$ cat src/rtl/credit_sender_push_stage.sv
// Credit-based push sender: ready/valid source to credit FIFO push port.
// Optional sticky credit_err output when CREDIT_SENDER_ERR_EN is defined.
module credit_sender_push_stage #(
    parameter int data_width   = 8,
    parameter int fifo_depth   = 17,
    parameter int credit_width = $clog2(fifo_depth + 1)
) (
    input  logic                    push_clk,
    input  logic                    push_rst_n,
    input  logic                    push_receiver_in_reset,
    output logic                    push_sender_in_reset,
    input  logic                    push_credit,
    output logic                    push_credit_stall,
    input  logic                    credit_stall_req,
    input  logic                    in_valid,
    output logic                    in_ready,
    input  logic [data_width-1:0]   in_data,
    output logic                    push_valid,
    output logic [data_width-1:0]   push_data,
    input  logic [credit_width-1:0] credit_initial,
    input  logic [credit_width-1:0] credit_withhold,
    output logic [credit_width-1:0] credit_count,
`ifdef CREDIT_SENDER_ERR_EN
    output logic                    credit_err,
`endif
    output logic [credit_width-1:0] credit_available
);

    typedef enum logic [1:0] {
        ST_RESET,
        ST_WAIT_RX,
        ST_ACTIVE
    } state_t;

    localparam logic [credit_width-1:0] DEPTH = credit_width'(fifo_depth);

    state_t                  state_q, state_d;
    logic [credit_width-1:0] count_q, count_d;
    logic                    pv_q, pv_d;
    logic [data_width-1:0]   pd_q, pd_d;
    logic                    sir_q, sir_d;
    logic                    stall_q, stall_d;
    logic                    fire;
`ifdef CREDIT_SENDER_ERR_EN
    logic                    err_q, err_d;
`endif

    always_comb begin
        credit_available = '0;
        if (count_q > credit_withhold) begin
            credit_available = count_q - credit_withhold;
        end
    end

    assign in_ready = (state_q == ST_ACTIVE) && (credit_available != '0);
    assign fire     = in_valid && in_ready;

    always_comb begin
        state_d = state_q;
        count_d = count_q;
        pv_d    = 1'b0;
        pd_d    = pd_q;
        sir_d   = 1'b0;
        stall_d = credit_stall_req;
`ifdef CREDIT_SENDER_ERR_EN
        err_d   = err_q;
`endif
        unique case (state_q)
            ST_RESET: begin
                state_d = ST_WAIT_RX;
            end
            ST_WAIT_RX: begin
`ifdef CREDIT_SENDER_ERR_EN
                if (push_credit) begin
                    err_d = 1'b1;
                end
`endif
                if (!push_receiver_in_reset) begin
                    state_d = ST_ACTIVE;
                    count_d = (credit_initial > DEPTH) ? DEPTH
                                                       : credit_initial;
                end
            end
            ST_ACTIVE: begin
                if (push_receiver_in_reset) begin
                    // receiver lost: credits are void, push is dropped
                    state_d = ST_WAIT_RX;
                    count_d = '0;
                end else begin
                    pv_d = fire;
                    if (fire) begin
                        pd_d = in_data;
                    end
                    if (push_credit && !fire) begin
                        if (count_q == DEPTH) begin
`ifdef CREDIT_SENDER_ERR_EN
                            err_d = 1'b1;
`endif
                        end else begin
                            count_d = count_q + 1'b1;
                        end
                    end else if (fire && !push_credit) begin
                        count_d = count_q - 1'b1;
                    end
                end
            end
            default: begin
                state_d = ST_RESET;
            end
        endcase
    end

    always_ff @(posedge push_clk) begin
        if (!push_rst_n) begin
            state_q <= ST_RESET;
            count_q <= '0;
            pv_q    <= 1'b0;
            pd_q    <= '0;
            sir_q   <= 1'b1;
            stall_q <= 1'b1;
`ifdef CREDIT_SENDER_ERR_EN
            err_q   <= 1'b0;
`endif
        end else begin
            state_q <= state_d;
            count_q <= count_d;
            pv_q    <= pv_d;
            pd_q    <= pd_d;
            sir_q   <= sir_d;
            stall_q <= stall_d;
`ifdef CREDIT_SENDER_ERR_EN
            err_q   <= err_d;
`endif
        end
    end

    assign credit_count         = count_q;
    assign push_valid           = pv_q;
    assign push_data            = pd_q;
    assign push_sender_in_reset = sir_q;
    assign push_credit_stall    = stall_q;
`ifdef CREDIT_SENDER_ERR_EN
    assign credit_err           = err_q;
`endif

endmodule
$ cat config.mk
export PLATFORM = sky130hd
export DESIGN_NAME = credit_sender_push_stage
export DESIGN_NICKNAME = d
export VERILOG_FILES = /design/src/rtl/credit_sender_push_stage.sv
export SDC_FILE = /design/constraint.sdc
export NUM_CORES = 1
export LEC_CHECK = 0
export BUFFER_PORTS_ARGS = -buffer_cell sky130_fd_sc_hd__buf_2
export CAP_MARGIN = 40
export CELL_PAD_IN_SITES_DETAIL_PLACEMENT = 2
export CELL_PAD_IN_SITES_GLOBAL_PLACEMENT = 2
export CORE_UTILIZATION = 30
export DETAILED_ROUTE_END_ITERATION = 7
export PLACE_DENSITY = 0.84
export SYNTH_ARGS = -nofsm -noshare
export SYNTH_HDL_FRONTEND = slang
export SYNTH_SLANG_ARGS = --single-unit
$ cat constraint.sdc
create_clock -name push_clk -period 8 [get_ports push_clk]
set_clock_uncertainty 0.05 [all_clocks]
set_input_delay 1.6 -clock push_clk [delete_from_list [all_inputs] [get_ports push_clk]]
set_output_delay 1.6 -clock push_clk [all_outputs]
set_load 0.01 [all_outputs]
## Yosys cells after proc, flatten, opt, wreduce, memory -nomap -nowiden

Index checks and enable logic that the tools add are counted.

- Flip-flop bits (word level): 18
- Input bits: 24
- Output and inout bits: 22
- Logic and storage cells: 46

- Add/subtract/negate cells: 3
- Magnitude comparators: 2
- Equality and inequality tests: 7
- Mux-type cells: 12
- Bitwise gates (word level): 3
- Reduce and logical (&&, ||, !) cells: 13

Operators with widths:

| cell | count |
|---|---|
| two-way mux 5 bit | 7 |
| one-hot mux 5 bit (2 select lines) | 1 |
| one-hot mux 2 bit (3 select lines) | 1 |
| adder 5 x 1 -> 5 bit, second input constant | 1 |
| == test 5 bit, second input constant | 1 |
| greater-than comparator 5 bit | 1 |
| greater-than comparator 5 bit, second input constant | 1 |
| nonzero test 5 bit | 1 |
| subtractor 5 x 1 -> 5 bit, second input constant | 1 |
| subtractor 5 bit | 1 |
| logical AND 1 bit | 4 |
| two-way mux 2 bit | 2 |
| inequality test 2 bit, second input constant | 2 |
| inequality test 4 x 2 -> 1 bit, second input constant | 1 |
| inequality test 4 bit, second input constant | 1 |
| AND reduction 4 bit | 1 |
| inverter 1 bit | 3 |
| AND reduction 3 bit | 1 |
| OR reduction 3 bit | 1 |
| == test 2 x 1 -> 1 bit, second input constant | 1 |
| == test 2 bit, second input constant | 1 |
| logical NOT 1 bit | 2 |
| logical NOT 2 bit | 1 |
| AND reduction 2 bit | 1 |
| other kinds (2) | 2 |

## Longest topological paths before layout

- Depth in word-level cells: 10
- Gate-level depth with buffers: 18
- Depth with buffers taken out: 18

## Worst setup path before layout

Ideal clock, no wire load.

- Path type: in2out
- From: input port credit_withhold[0]
- To: output port in_ready
- Data arrival time: 3.064 ns
- Required time: 6.350 ns
- Setup slack: 3.286 ns
- Stages: 8
- Path buffers: 0
- Cell sequence: ha_1 inv_1 fa_1 a211oi_2 xor2_1 o211ai_1 a32oi_1 nor2b_1

- Word-level cells in the longest chain between the ends: 4
- Elaborated cells between the ends (all ways): 5
- Classes of those cells: add/sub (1); order compare (1); mux (1); reduce/logical (2)

Ends and longest elaborated chain:

| what | line | source |
|---|---|---|
| start, declared | 21 | `input logic [credit_width-1:0] credit_withhold,` |
| subtractor 5 bit or greater-than comparator 5 bit (tied branches) | 51, 50 |  |
| two-way mux 5 bit * | 50 | `if (count_q > credit_withhold) begin` |
| nonzero test 5 bit * | 55 | `assign in_ready = (state_q == ST_ACTIVE) && (credit_available != '0);` |
| logical AND 1 bit * | 55 |  |
| end, declared | 16 | `output logic in_ready,` |

Every way passes the cells marked *; elsewhere a longest branch is shown, timed or not.

## Worst setup path in the final report

Ends and elaborated chain as after synthesis.

==> results.toml <==
[detailed_routing]
wl_um = 4209
routed_via_density = 5.173
ant_nets = 0
via_count = 1319
first_iter_violations = 44
drc = 0
wl_per_cell_um = 16.51
first_pass_iters = 4

[worst_setup_path]
critPathRequiredTime_ns = 6.35
worst-setup-path-type = "in -> out"
cp_common_cell = "buf_2"
start_kind = "input pin"
slowest_stage = "fa_1"
cp.arrival_ns = 3.50
cp-end-kind = "output port"
critPathMaxStageDelay_ns = 0.44
crit_chain = "buf_2 -> ha_1 -> inv_1 -> fa_1 -> a211oi_2 -> xor2_1 -> o211ai_1 -> a32oi_1 -> nor2b_1 -> buf_2"
path_max_fanout = 3

[flow_run]
maxCapViolations = 0

[yosys]
yosys_warnings = 0
synth-main-ff-cell = "dfxtp_1"
synth_edf_count = 0
synth_seq_cells = 18
ys_top_cells_by_area = "dfxtp_1 27%, ha_1 13%, nand2_1 6.4%, mux2i_1 5.9%, a21oi_1 4.1%"
synth_cells = 160
yosysSeqAreaShare_pct = 26.57
syn-num-nets = 200
syn_area_um2 = 1356
synth.most_common_cell = "nand2_1"
ys_types = 37
synth_async_sr_flop_share_pct = 0
yosysTopAreaCell = "dfxtp_1"
synth_common_cells = "23 x nand2_1, 18 x dfxtp_1, 14 x ha_1"
synth_top_area_share_pct = 26.57
avgSynthCellArea_um2 = 8.477

[floorplan]
rows = 24
start_util_pct = 31.15
die-area_um2 = 4794
core_area_um2 = 4354
num_io_pins = 46
die_w_um = 69.24
fp.dieH_um = 69.24

[clock_network]
postCtsResizedCells = 0
ctsHoldBuffers = 0
clk_latency_ns = 0.25
postCtsSetupRepairBufs = 0
numCtsBuffers = 3
path_clk_slew_ns = 0.07
cts.htree.levels = 1
cts_sinks = 18
cts_root_buffer = "clkbuf_8"
clockBufferDepth = 2
cts_tree = "yes"

[sta]
hold_viol_final = 0
relSlewSlack_pct = 69.84
worst_slew_pin_slew_ns = 0.4525
rsz0062_at_grt = "no"
period_share_pct = 64.39
setup-tns-final_ns = 0
whs_ns = 0.4139
period_needed_ns = 5.151
max_freq_mhz = 194.1
setup_viol = 0
slew_violations = 0

[placed_design]
portBuffers = 45
place.gp.congestion = 0.7555
hpwl_um = 3179
dpl.cell_count = 251

[grt]
grt-ovfl-total = 0
grt_first_pass_wirelength_um = 7100
first_global_vias = 1472
grt_use_total_pct = 18.27
antenna_found_initial = 0
grt_start_max_net_pins = 21

[pwr]
vdd.ir_drop.worst_mv = 0.09764
p_leak_nw = 0.8571
p_per_area_nw_per_um2 = 342.5
p_total_w = 0.0005601

[finish]
final_cells = 255
area_growth_pct = 20.57
fillers = 514
seq_area_um2 = 360.3
multi_input_area_um2 = 880.8
drive_above_1_share_pct = 27.09
nets = 244
diodes = 0

[worst_hold_path]
hp-class = "reg -> reg"

[outcome]
status = "finished clean"
-- worst max-delay path: cells and delay by family --
kind,cells,cell delay (ns)
and+or+nand+nor,1,0.12
buffers and inverters,3,0.30
AOI/OAI and AO/OA,3,0.67
adders and majority gates,2,0.64
xor gates and xnor gates,1,0.16
-- cell type report --
class	instances	area share, %
clock buffers	4	3.366
multi-input cells	123	53.86
inverters	13	2.984
flip-flops and latches	18	22.04
well taps	52	3.979
repair buffers	45	13.77
-- routing by layer --
layer  track usage, %  vias up  part of all wire, %
met5                0        -                    0
met4            3.628        0                  1.1
met3            1.599        4                  2.3
met2            34.30       29                   53
met1            22.51      647                   43
li1                 -      639                    -
-- through the flow --
step / cell area, µm² / worst slack (ns) / util (%)
floorplan: 1356 / 3.286 / -
global placement: 1580 / 3.009 / 36.29
detailed placement: 1580 / 2.925 / 36.29
CTS: 1635 / 2.847 / 37.56
global route: 1635 / 2.731 / 37.56
finish: 1635 / 2.849 / 37.56
-- placed cells by master (no fill, tap or decap), drive strengths merged, types with 3 or more instances in the layout --
master,instances
dfxtp,18
nor2,8
nor3,3
xnor2,3
a211oi,3
clkbuf,4
nand3,3
mux2i,8
o21ai,10
nor2b,5
inv,13
nand2,24
ha,14
a21o,5
xor2,4
buf,45
a21oi,11
-- cell families (layout without fill, tap and decap cells) --
family                   count (synthesis)  count (layout)  synth area share [%]
multiplexers                             8               8                 5.904
AND/OR/NAND/NOR                         52              52                 19.00
XOR/XNOR                                 7               7                 4.520
AO/OA/AOI/OAI                           40              40                 19.65
buffers and inverters                   19              62                 8.487
adder cells (fa/ha/maj)                 16              16                 15.87
flip-flops                              18              18                 26.57
-- worst paths after layout --
check,slack (ns),cells past startpoint,to,start
worst max-delay path,2.85,10,in_ready,credit_withhold[0]
worst min-delay path,0.41,2,push_data[6]$_SDFFE_PN0P_,push_data[6]$_SDFFE_PN0P_
worst max register to register,4.02,18,credit_count[4]$_SDFFE_PN0P_,credit_count[0]$_SDFFE_PN0P_
worst min register to register,0.41,2,push_data[6]$_SDFFE_PN0P_,push_data[6]$_SDFFE_PN0P_
-- registers in the layout (all words and copies together) (netlist names) --
| signal | cells |
|---|---|
| push_data | 8 |
| credit_count | 5 |
| state_q | 2 |
| push_credit_stall | 1 |
| push_sender_in_reset | 1 |
| push_valid | 1 |
-- power by group --
group	internal [W]	total [W]	switching, W	leakage [nW]
Combinational	0.000144	0.000342	0.000198	0.681
Sequential	0.000109	0.000142	0.0000332	0.147
Clock	0.0000437	0.0000761	0.0000324	0.0288
Total	0.000296	0.000560	0.000264	0.857
No activity file was read; power rests on OpenSTA's default activity.
